==> config.mk <==
export PLATFORM = sky130hd
export DESIGN_NAME = fetch_unit
export DESIGN_NICKNAME = d
export VERILOG_FILES = /design/src/rtl/fetch_unit.sv
export SDC_FILE = /design/constraint.sdc
export NUM_CORES = 1
export LEC_CHECK = 0
export BUFFER_PORTS_ARGS = -buffer_cell sky130_fd_sc_hd__buf_2
export CAP_MARGIN = 15
export CORE_AREA = 2 2 96 167
export DETAILED_ROUTE_END_ITERATION = 10
export DIE_AREA = 0 0 98 169
export PLACE_DENSITY = 0.79
export SETUP_SLACK_MARGIN = 0.05
export SYNTH_ARGS = -nofsm -noshare
export SYNTH_HDL_FRONTEND = slang
export SYNTH_SLANG_ARGS = --single-unit
==> constraint.sdc <==
create_clock -name clk -period 3 [get_ports clk]
set_input_delay 0.6 -clock clk [delete_from_list [all_inputs] [get_ports clk]]
set_output_delay 0.6 -clock clk [all_outputs]
set_load 0.02 [all_outputs]
==> src/rtl/fetch_unit.sv <==
// Instruction-fetch stage: owns the PC and the IF/ID pipeline register,
// honours load-use stalls and EX branch redirects, and counts stall/flush events.
module fetch_unit #(
    parameter logic [31:0] RESET_PC  = 32'h0000_0000,
    parameter logic [31:0] NOP_INSTR = 32'h0000_0013,
    parameter int          COUNT_W   = 16
) (
    input  logic               clk,
    input  logic               rst_n,
    input  logic               pc_write,
    input  logic               IF_ID_write,
    input  logic               branch_taken,
    input  logic [31:0]        branch_target,
    output logic [31:0]        imem_addr,
    input  logic [31:0]        imem_rdata,
    output logic [31:0]        if_id_pc,
    output logic [31:0]        if_id_pc4,
    output logic [31:0]        if_id_instr,
    output logic               if_id_valid,
    output logic [COUNT_W-1:0] stall_count,
    output logic [COUNT_W-1:0] flush_count
);

    localparam logic [0:0] ST_BOOT = 1'b0;
    localparam logic [0:0] ST_RUN  = 1'b1;

    logic [0:0]         r_state;
    logic [31:0]        r_pc;
    logic [31:0]        r_if_id_pc;
    logic [31:0]        r_if_id_pc4;
    logic [31:0]        r_if_id_instr;
    logic               r_if_id_valid;
    logic [COUNT_W-1:0] r_stall_count;
    logic [COUNT_W-1:0] r_flush_count;
    logic [31:0]        w_pc_plus4;
    logic [31:0]        w_target_aligned;

    function automatic logic [COUNT_W-1:0] sat_inc(input logic [COUNT_W-1:0] v);
        if (&v) begin
            return v;
        end else begin
            return v + {{(COUNT_W-1){1'b0}}, 1'b1};
        end
    endfunction

    assign w_pc_plus4       = r_pc + 32'd4;
    assign w_target_aligned = {branch_target[31:2], 2'b00};

    // PC, IF/ID register, counters and BOOT/RUN sequencing
    always_ff @(posedge clk or negedge rst_n) begin
        if (!rst_n) begin
            r_state       <= ST_BOOT;
            r_pc          <= RESET_PC;
            r_if_id_pc    <= 32'h0000_0000;
            r_if_id_pc4   <= 32'h0000_0004;
            r_if_id_instr <= NOP_INSTR;
            r_if_id_valid <= 1'b0;
            r_stall_count <= {COUNT_W{1'b0}};
            r_flush_count <= {COUNT_W{1'b0}};
        end else begin
            case (r_state)
                ST_BOOT: begin
                    r_state <= ST_RUN;
                end
                ST_RUN: begin
                    r_state <= ST_RUN;
                    if (branch_taken) begin
                        // Redirect wins over any stall; the held ID instruction is wrong-path
                        r_pc          <= w_target_aligned;
                        r_if_id_pc    <= r_pc;
                        r_if_id_pc4   <= w_pc_plus4;
                        r_if_id_instr <= NOP_INSTR;
                        r_if_id_valid <= 1'b0;
                        r_flush_count <= sat_inc(r_flush_count);
                    end else begin
                        if (pc_write) begin
                            r_pc <= w_pc_plus4;
                        end else begin
                            r_pc <= r_pc;
                        end
                        if (IF_ID_write) begin
                            r_if_id_pc    <= r_pc;
                            r_if_id_pc4   <= w_pc_plus4;
                            r_if_id_instr <= imem_rdata;
                            r_if_id_valid <= 1'b1;
                        end else begin
                            r_stall_count <= sat_inc(r_stall_count);
                        end
                    end
                end
                default: begin
                    r_state <= ST_BOOT;
                end
            endcase
        end
    end

    assign imem_addr   = r_pc;
    assign if_id_pc    = r_if_id_pc;
    assign if_id_pc4   = r_if_id_pc4;
    assign if_id_instr = r_if_id_instr;
    assign if_id_valid = r_if_id_valid;
    assign stall_count = r_stall_count;
    assign flush_count = r_flush_count;

endmodule

**Word level (Yosys, flattened, before mapping)**

Index checks and enable logic that the tools add are counted.

- Register bits: 162
- Latch bits: 0
- RAM bits: 0
- ROM bits: 0
- Bits of input ports: 69
- Output and inout bits: 161
- Memories: 0

- $add $sub $neg: 3
- Multipliers: 0
- Divide/modulo/power cells: 0
- Magnitude comparators: 0
- Eq/ne operators: 0
- Shift-type cells: 0
- Multiplexer cells: 10
- Bitwise operators: 4
- Reductions and logical operators: 8

Operators by type and width:

| cell | number |
|---|---|
| $mux W32 | 8 |
| $add A16 B1 Y16 const B | 2 |
| $add A32 B3 Y32 const B | 1 |
| $reduce_and A16 Y1 | 2 |
| $not A1 Y1 | 4 |
| $reduce_and A2 Y1 | 2 |
| $reduce_and A4 Y1 | 1 |
| $reduce_bool A2 Y1 | 2 |
| $reduce_and A3 Y1 | 1 |
| $mux W1 | 2 |

**Longest topological paths before layout**

Gate-level depths: netlist of the first run.

- Depth after elaboration: 3
- Depth in mapped cells: 8
- Gate-level depth less buffers: 5

**Worst setup path before layout of the first run**

Ideal clock, no wire load.

- Path kind: register -> register
- From: register r_pc[2] (netlist: imem_addr[2])
- To: register r_pc[28] (netlist: imem_addr[28])
- Setup time: 0.069 ns
- Data arrival time: 2.159 ns
- Slack: 0.772 ns
- Stages on the path, launching flop included: 7
- Path buffers: 1
- Clock period less this slack: 2.228 ns
- Cells stage by stage: dfrtp_1 ha_1 nand3_2 or4_4 buf_6 or4_1 nand3_1

- Word-level cells in the longest chain between the ends: 3

Ends and longest elaborated chain:

| what | line | text |
|---|---|---|
| from (decl) | 28 | `logic [31:0] r_pc;` |
| from (signal assigned) | 69 | `r_pc <= w_target_aligned;` |
| from (signal assigned) | 77 | `r_pc <= w_pc_plus4;` |
| from (signal assigned) | 79 | `r_pc <= r_pc;` |
| $add A32 B3 Y32 | 46 | `assign w_pc_plus4 = r_pc + 32'd4;` |
| $mux W32 | 76 | `if (pc_write) begin` |
| $mux W32 | 67 | `if (branch_taken) begin` |

Every way passes these cells. The select of a mux whose other input is x is not followed.
A chain may end at the register's enable or synchronous reset.

**Worst setup path in the final report of the first run**

- From: register r_pc[4] (netlist: imem_addr[4])
- To: register r_pc[23] (netlist: imem_addr[23])

Same word-level chain as after synthesis.

==> impl_metrics.yaml, run 1 <==
outcome:
  status: "finished clean"
clocking:
  tritoncts: "done"
  worstSkewPairLatency_ns: 0.42
  cts_root_buf: "clkbuf_16"
  cts_inserted_buffers: 17
  cts_resized: 0
  htreeDepth: 4
  cts_buffer_depth: 2
  clock_sinks: 156
  hold_buffers: 0
  post_cts_buffers: 0
  clkTransAtPathRegs_ns: 0.07
floorplanning:
  io_pins: 230
  die_w_um: 98
  start_util_pct: 50.94
  die-height_um: 169
  dieArea_mm2: 0.01656
  rows: 60
  fp.coreArea_mm2: 0.01524
sta:
  hold_viol: 0
  finalMaxSlewViolations: 0
  worst_pin_slew_ns: 0.7388
  fin_crit_ns: 2.252
  rsz0062_at_grt: "false"
  maxSlewHeadroom_pct: 50.74
  clock.fmax_ghz: 0.4441
  setup_violations: 0
  period_share_pct: 75.06
  hold_slack_ns: 0.1705
  setup_tns_ns: 0
  skew_ns: 0.01172
yosys:
  synthArstFlopShare_pct: 100.0
  ys.flop_type: "dfrtp_1"
  synth_edf_count: 0
  yosysUniqueCellTypes: 63
  syn_area_mm2: 0.007762
  synth.mux.area_fraction_pct: 0.6931
  netlist.area_leader.share_pct: 49.00
  ys_warn_count: 0
  synthXorXnorAreaFrac_pct: 4.400
  synthSimpleGateAreaFrac_pct: 24.55
  synthCells: 868
  synth_compound_area_share_pct: 14.49
  ys_seq_elements: 156
  synth_top_family_by_area: "simple AND/OR/NAND/NOR gates"
  avgSynthCellArea_um2: 8.943
  ys_seq_area_share_pct: 50.35
  yosys.area.top_type: "dfrtp_1"
  yosys.area_share.adder_pct: 0.4836
  synthTopCellsByArea: "dfrtp_1 (49%), nand2_1 (9.3%), o21ai_0 (5.0%)"
final_layout:
  final-instance-count-excl-fill: 1258
  antennaDiodeCount: 0
  seq_area_mm2: 0.003909
  nets: 1131
  fill_cells: 1358
  multiInputGateArea_mm2: 0.003506
  drive_gt1_share_pct: 27.05
  syn2layout_area_growth_pct: 24.18
  stdcell_area_mm2: 0.009639
setup_path:
  worstPathArrival_ns: 2.59
  cp-start-kind: "flop"
  cpPeakStageDelay_ns: 0.61
  path_max_fanout: 13
  cpLargestDelayFamily: "simple AND/OR/NAND/NOR gates"
  cp_num_buf_inv: 1
  path_cells: "and3_1 -> buf_4 -> nand3_1 -> or4_1 -> a32oi_1"
  cp_slowest_cell: "dfrtp_1"
  crit_type: "flop to flop"
  cp-end-kind: "flop"
  cp_data_required_time_ns: 3.34
global_routing:
  grt_first_pass_wirelength_mm: 35.82
  track_usage_pct: 26.91
  overflow: 0
  grt_max_degree: 83
  grt_pass1_vias: 6823
  antenna_found_initial: 0
power:
  powerDensity_mw_per_mm2: 707.4
  power_mw: 6.819
  leakage_nw: 4.657
  ir_drop_mv: 0.3901
route:
  dr_wl_met3_mm: 1.371
  wl_mm: 22.59
  highest_layer: "met4"
  drt_iter0_drc: 477
  dr_wl_met2_mm: 11.86
  m1WireLength_mm: 8.376
  vias_per_cell: 5.810
  dr.pass1.iters: 5
  drc: 0
  wl_per_cell_um: 17.96
  via_count: 7309
  antenna_left: 0
place:
  dpl.cell_count: 1226
  routabilityCongestion: 0.8558
  port_buffers: 221
  post-dp-hpwl_mm: 15.98
  place_area_mm2: 0.008991
worst_hold_path:
  hold_class: "input pin to async pin"
flow_run:
  maxCapViolations: 0
placed cells by master (no fill, tap or decap), types with 4 or more instances in the layout:
| master | netlist | layout |
|---|---|---|
| o211ai_1 | 7 | 7 |
| nor3_1 | 16 | 16 |
| nor2_1 | 33 | 33 |
| clkbuf_16 | 0 | 17 |
| nand4_1 | 30 | 30 |
| nand3_1 | 33 | 33 |
| o2bb2ai_1 | 4 | 4 |
| and3_1 | 23 | 23 |
| dfrtp_1 | 152 | 152 |
| xor2_1 | 21 | 21 |
| nor4_1 | 9 | 9 |
| a211oi_1 | 5 | 5 |
| o21ai_0 | 77 | 76 |
| and4_1 | 8 | 8 |
| or4_1 | 10 | 10 |
| conb_1 | 2 | 7 |
| or3_1 | 17 | 17 |
| xnor2_1 | 18 | 18 |
| o41ai_1 | 4 | 4 |
| bufinv_16 | 0 | 4 |
| a22oi_1 | 5 | 5 |
| inv_8 | 0 | 4 |
| o31ai_1 | 7 | 7 |
| a31oi_1 | 17 | 17 |
| a2111oi_0 | 4 | 4 |
| a21oi_1 | 28 | 28 |
| o311ai_0 | 4 | 4 |
| buf_4 | 8 | 19 |
| dfstp_2 | 4 | 4 |
| buf_2 | 12 | 220 |
| inv_1 | 13 | 13 |
| inv_6 | 0 | 5 |
| nand2_1 | 192 | 192 |
cell families (layout without fill, tap and decap cells):
logic type                 after synthesis  count (layout)
AOI/OAI and AO/OA                      183             183
and+or+nand+nor                        392             392
xor gates and xnor gates                39              39
adders and majority gates                3               3
other                                    2               7
buffers and inverters                   88             287
DFF                                    156             156
muxes                                    5               5
synthesized netlist by cell type (2+ instances only):
cell type,number
nand3b_1,2
mux2_2,3
a22oi_1,5
a31oi_1,17
buf_1,2
nor2b_1,3
a21oi_1,28
xor2_1,21
inv_1,13
conb_1,2
nor4_1,9
ha_1,3
dfstp_2,4
buf_4,8
nor3b_1,3
a311o_1,2
o2bb2ai_1,4
and3_1,23
o211ai_1,7
dfrtp_1,152
nand3_1,33
or4_1,10
or3_1,17
nor3_1,16
a2111oi_0,4
buf_2,12
nand4_1,30
o311ai_0,4
nor2_1,33
nand2_1,192
clkbuf_1,52
o21ai_0,77
a2bb2oi_1,3
mux2i_1,2
o31ai_1,7
o21a_1,3
xnor2_1,18
o41ai_1,4
and4_1,8
o22ai_1,3
nand2b_1,3
a211oi_1,5
cell type report:
class                   count  share of cell area (%)
repair buffers            242                   13.43
clock buffers              17                   4.413
well taps                 186                   2.414
clock inverters            15                   2.310
flip-flops and latches    156                   40.55
inverters                  13                  0.5062
multi-input cells         629                   36.37
through the flow:
| stage | utilization [%] | worst slack [ns] |
|---|---|---|
| 5_1_grt | 63.25 | 0.5710 |
| 3_3_place_gp | 59.00 | 0.6477 |
| 6_report | 63.25 | 0.7483 |
| 3_5_place_dp | 59.00 | 0.6031 |
| 2_1_floorplan | - | 0.7724 |
| 4_1_cts | 63.25 | 0.7511 |
flip-flops by register name, indices dropped and copies added (netlist names):
name	cells
if_id_pc4	30
if_id_valid	1
stall_count	16
if_id_pc	30
if_id_instr	32
imem_addr	30
flush_count	16
r_state	1
final timing paths:
check / startpoint / to / slack, ns / cells after the start
max: imem_addr[4] / imem_addr[23] / 0.75 / 5
min: rst_n / if_id_pc4[15] / 0.17 / 2
max reg2reg: imem_addr[4] / imem_addr[23] / 0.75 / 5
min reg2reg: if_id_instr[4] / if_id_instr[4] / 0.45 / 2
max in group asynchronous: rst_n / if_id_pc4[2] / 2.41 / 2
min in group clk: imem_rdata[4] / if_id_instr[4] / 0.40 / 3
worst reg2reg max path, delay by kind of cell, from the launching register on:
kind | cells | cell delay [ns]
AND/OR/NAND/NOR | 3 | 1.19
AO/OA/AOI/OAI | 1 | 0.19
buffers and inverters | 1 | 0.18
flip-flops | 1 | 0.61
power breakdown:
part | switching (mW) | internal, mW | total, mW
clock network | 0.969 | 1.43 | 2.40
registers | 0.365 | 2.43 | 2.80
logic | 1.07 | 0.551 | 1.62
per-layer routing:
metal,GRT usage (%),up-vias
li1,-,3443
met3,5.244,55
met5,0,-
met4,14.01,0
met2,45.74,314
met1,32.17,3497
No activity file was read; power rests on OpenSTA's default activity.
==> inputs of run 2 (changes only) <==
Settings changed: CORE_AREA 2 2 96 167 to 2 2 101 176, DIE_AREA 0 0 98 169 to 0 0 103 178, PLACE_DENSITY 0.79 to 0.75.
Clock period 3 ns to 2 ns, I/O delays scaled along.
==> impl_metrics.yaml, run 2 (synthesized netlist as in run 1, its figures left out) <==
outcome:
  status: "finished clean"
setup_path:
  worstPathArrival_ns: 2.21
  cp-end-kind: "flop"
  worstReg2RegEnd: "if_id_pc4[25]"
  crit_top_cell: "or4_1"
  cp_slowest_cell: "or4_1"
  cp-start-kind: "flop"
  r2r_slack_ns: 0.12
  cpLargestDelayFamily: "simple AND/OR/NAND/NOR gates"
  ff2ff_path_depth: 5
  timing.rr.start: "imem_addr[3]"
  crit_type: "flop to flop"
  path_cells: "buf_4 -> nand3_2 -> or4_1 -> or4_1 -> o211ai_1"
  path_max_fanout: 5
  cp_num_buf_inv: 1
  cp_data_required_time_ns: 2.33
  cpPeakStageDelay_ns: 0.62
sta:
  clock.fmax_ghz: 0.5316
  finalMaxSlewViolations: 0
  hold_viol: 0
  finalWorstSetupSlack_ns: 0.1188
  rsz0062_at_grt: "true"
  hold_slack_ns: 0.2086
  worst_pin_slew_ns: 0.8211
  skew_ns: 0.01442
  setup_tns_ns: 0
  maxSlewHeadroom_pct: 45.26
  setup_violations: 0
  fin_crit_ns: 1.881
  period_share_pct: 94.06
final_layout:
  final-instance-count-excl-fill: 1356
  stdcell_area_mm2: 0.01018
  syn2layout_area_growth_pct: 31.16
  largest_reg_flops: 32
  nets: 1188
  final_common_cell: "buf_2"
  fin_util_pct: 60.35
  seq_area_mm2: 0.003921
  multiInputGateArea_mm2: 0.003533
  final_cell_mix: "buf_2 (221), nand2_1 (192), dfrtp_1 (142)"
  drive_gt1_share_pct: 31.53
  fill_cells: 1521
  antennaDiodeCount: 0
place:
  post-dp-hpwl_mm: 17.65
  dpl.cell_count: 1312
  place_area_mm2: 0.009454
  port_buffers: 221
  routabilityCongestion: 0.9259
  post-place-ws_ns: 0.07072
route:
  dr.pass1.iters: 6
  drc: 0
  antenna_left: 0
  drt_iter0_drc: 418
  vias_per_cell: 5.515
  wl_mm: 23.93
  wl_per_cell_um: 17.65
  via_count: 7478
floorplanning:
  die-height_um: 178
  fp.coreArea_mm2: 0.01687
  dieArea_mm2: 0.01833
  io_pins: 230
  rows: 63
  start_util_pct: 46.02
  die_w_um: 103
power:
  leakage_nw: 4.909
  power_mw: 10.33
  powerDensity_mw_per_mm2: 1015
  ir_drop_mv: 0.4696
clocking:
  tritoncts: "done"
  clkTransAtPathRegs_ns: 0.07
  htreeDepth: 4
  cts_root_buf: "clkbuf_16"
  worstSkewPairLatency_ns: 0.43
  cts_inserted_buffers: 17
  cts_buffer_depth: 2
  clock_sinks: 156
global_routing:
  antenna_found_initial: 0
  grt_pass1_vias: 7121
  track_usage_pct: 25.98
  grt_first_pass_wirelength_mm: 36.76
  overflow: 0
  grt_max_degree: 63
worst_hold_path:
  holdPathStages: 3
  hold_path_startpoint: "imem_rdata[4]"
  hold_class: "input pin to flop"
  hold_end: "if_id_instr[4]"
flow_run:
  maxCapViolations: 0
-- run 2: cell count changes in the layout (fill, tap and decap cells not counted), sizes merged --
cell | previous run | this run
buf | 242 | 298
inv | 22 | 14
clkbuf | 17 | 22
clkinvlp | 0 | 3
dlygate4sd3 | 0 | 1
-- run 2: area by class of cell --
| class | instances | area share (%) |
|---|---|---|
| Clock buffer | 22 | 4.559 |
| Timing Repair Buffer | 299 | 17.33 |
| Sequential cell | 156 | 38.52 |
| Tap cell | 227 | 2.790 |
| Clock inverter | 10 | 1.622 |
| Multi-Input combinational cell | 629 | 34.71 |
| Inverter | 13 | 0.4793 |
-- run 2: power by group --
part,leakage [nW],switching [mW],internal (mW)
Sequential,1.90,0.413,3.66
Clock,0.297,1.30,2.16
Combinational,2.71,1.80,0.998
-- run 2: timing repair --
action	in CTS	in global routing
setup buffers	5	6
pin swaps	2	2
hold buffers	1	0
setup endpoints to repair	1	14
endpoints found under the hold margin	34	0
gates resized for setup	0	4
-- run 2: how the worst max path moves through the flow --
| stage | slack, ns | startpoint | cells after the start | end |
|---|---|---|---|---|
| 2_1_floorplan | 0.01 | imem_addr[16] | 6 | imem_addr[28] |
| 3_3_place_gp | 0.09 | imem_addr[3] | 5 | if_id_pc4[26] |
| 3_5_place_dp | 0.07 | imem_addr[3] | 5 | if_id_pc4[28] |
| 4_1_cts | 0.05 | imem_addr[2] | 6 | imem_addr[28] |
| 5_1_grt | 0.03 | stall_count[0] | 6 | stall_count[0] |
| 6_report | 0.12 | imem_addr[3] | 5 | if_id_pc4[25] |
-- run 2: worst register-to-register path: stages, from the launching register on --
cell	delay [ns]
dfrtp_2	0.39
buf_4	0.14
nand3_2	0.11
or4_1	0.62
or4_1	0.43
o211ai_1	0.10
-- run 2: layer usage --
layer	vias to the layer above	part of all wire, %	global-route usage, %
li1	3553	-	-
met1	3555	37	29.10
met2	292	53	45.37
met3	78	4.9	4.663
met4	0	5.2	14.58
met5	-	0	0
==> inputs of run 3 (changes only) <==
Settings changed: CORE_AREA 2 2 101 176 to 2 2 96 167, DIE_AREA 0 0 103 178 to 0 0 98 169, PLACE_DENSITY 0.75 to 0.79.
Clock period 2 ns to 2.1 ns, I/O delays scaled along.
==> impl_metrics.yaml, run 3 (synthesized netlist as in run 1, its figures left out) <==
setup_path:
  worstReg2RegEnd: "if_id_pc4[26]"
  path_max_fanout: 12
  cp-start-kind: "flop"
  cp-end-kind: "flop"
  worstPathArrival_ns: 2.32
  cp_data_required_time_ns: 2.44
  r2r_slack_ns: 0.12
  crit_type: "flop to flop"
  ff2ff_path_depth: 4
  timing.rr.start: "imem_addr[6]"
clocking:
  post_cts_buffers: 0
  cts_inserted_buffers: 17
  clock_sinks: 156
  cts_root_buf: "clkbuf_16"
  clkTransAtPathRegs_ns: 0.07
  cts_buffer_depth: 2
  htreeDepth: 4
  worstSkewPairLatency_ns: 0.42
  tritoncts: "done"
sta:
  maxSlewHeadroom_pct: 58.19
  hold_slack_ns: 0.2336
  fin_crit_ns: 1.979
  setup_violations: 0
  finalWorstSetupSlack_ns: 0.1214
  clock.fmax_ghz: 0.5054
  rsz0062_at_grt: "false"
  worst_pin_slew_ns: 0.6271
  setup_tns_ns: 0
  hold_viol: 0
  skew_ns: 0.01086
  period_share_pct: 94.22
  finalMaxSlewViolations: 0
route:
  drt_iter0_drc: 517
  highest_layer: "met4"
  wl_per_cell_um: 17.94
  dr_wl_met3_mm: 1.307
  wl_mm: 23.23
  drc: 0
  vias_per_cell: 5.731
  m1WireLength_mm: 8.624
  dr_wl_met2_mm: 12.07
  via_count: 7421
  antenna_left: 0
  dr.pass1.iters: 5
final_layout:
  stdcell_area_mm2: 0.009905
  nets: 1168
  fill_cells: 1324
  drive_gt1_share_pct: 29.94
  antennaDiodeCount: 0
  largest_reg_flops: 32
  final-instance-count-excl-fill: 1295
  syn2layout_area_growth_pct: 27.60
  multiInputGateArea_mm2: 0.003520
  final_common_cell: "buf_2"
  final_cell_mix: "buf_2 (220), nand2_1 (192), dfrtp_1 (146)"
  seq_area_mm2: 0.003916
power:
  leakage_nw: 4.786
  powerDensity_mw_per_mm2: 958.0
  ir_drop_mv: 0.6760
floorplanning:
  rows: 60
  die-height_um: 169
  fp.coreArea_mm2: 0.01524
  io_pins: 230
  start_util_pct: 50.94
  dieArea_mm2: 0.01656
  die_w_um: 98
worst_hold_path:
  hold_path_startpoint: "imem_rdata[1]"
  hold_end: "if_id_instr[1]"
  hold_class: "input pin to flop"
  holdPathStages: 3
flow_run:
  maxCapViolations: 0
global_routing:
  grt_pass1_vias: 7138
  grt_max_degree: 60
  grt_first_pass_wirelength_mm: 36.85
  track_usage_pct: 27.79
  antenna_found_initial: 0
  overflow: 0
place:
  post-place-ws_ns: 0.08752
  routabilityCongestion: 0.9291
  post-dp-hpwl_mm: 17.09
  dpl.cell_count: 1262
  place_area_mm2: 0.009316
  port_buffers: 221
outcome:
  status: "finished clean"
==> run 3: cell count changes in the layout (fill, tap and decap cells not counted), moves of 3 or more <==
cell / change
dfrtp_1: +4
inv_6: +4
bufinv_16: -3
dfrtp_2: -4
buf_4: -18
==> run 3: stage by stage <==
step                util, %  total power, mW
floorplan                 -            5.406
detailed placement    61.13            6.517
global route          64.99            9.929
global placement      61.13            6.458
CTS                   64.97            9.537
finish                64.99            9.488
==> run 3: worst max path at each step <==
stage                       from            end  slack, ns  depth (start not counted)
CTS                 imem_addr[2]  if_id_pc4[26]       0.06                          5
global route        imem_addr[6]  if_id_pc4[28]       0.06                          4
finish              imem_addr[6]  if_id_pc4[26]       0.12                          4
floorplan           imem_addr[7]  imem_addr[28]       0.05                          6
detailed placement  imem_addr[2]  if_id_pc4[26]       0.09                          5
global placement    imem_addr[2]  if_id_pc4[26]       0.10                          5
==> run 3: layout make-up <==
| type | instances | share of cell area [%] |
|---|---|---|
| Timing Repair Buffer | 279 | 16.28 |
| Sequential cell | 156 | 39.54 |
| Clock buffer | 19 | 4.472 |
| Multi-Input combinational cell | 629 | 35.54 |
| Inverter | 13 | 0.4927 |
| Tap cell | 186 | 2.350 |
| Clock inverter | 13 | 1.326 |
==> run 3: worst max-delay path, cell delays in order, from the launching register on <==
cell and delay (ns):
dfrtp_2 0.47, nand4_2 0.18, or4_4 0.66, or4_1 0.42
a31oi_1 0.18
==> run 3: report_power, final <==
| group | switching (mW) | internal, mW | total [mW] | leakage [nW] |
|---|---|---|---|---|
| Sequential | 0.406 | 3.48 | 3.89 | 1.91 |
| Combinational | 1.68 | 0.901 | 2.58 | 2.61 |
| Clock | 1.33 | 1.69 | 3.02 | 0.266 |
==> run 3: per-layer routing <==
layer	vias to the layer above	global-route usage, %
met1	3530	33.01
met4	0	15.34
met3	67	4.542
met2	306	47.65
li1	3518	-
met5	-	0
==> run 3: what timing repair did <==
item,CTS,global route
hold buffers,1,0
endpoints found under the setup margin,0,4
hold endpoints to repair,41,0
resized for setup,0,3
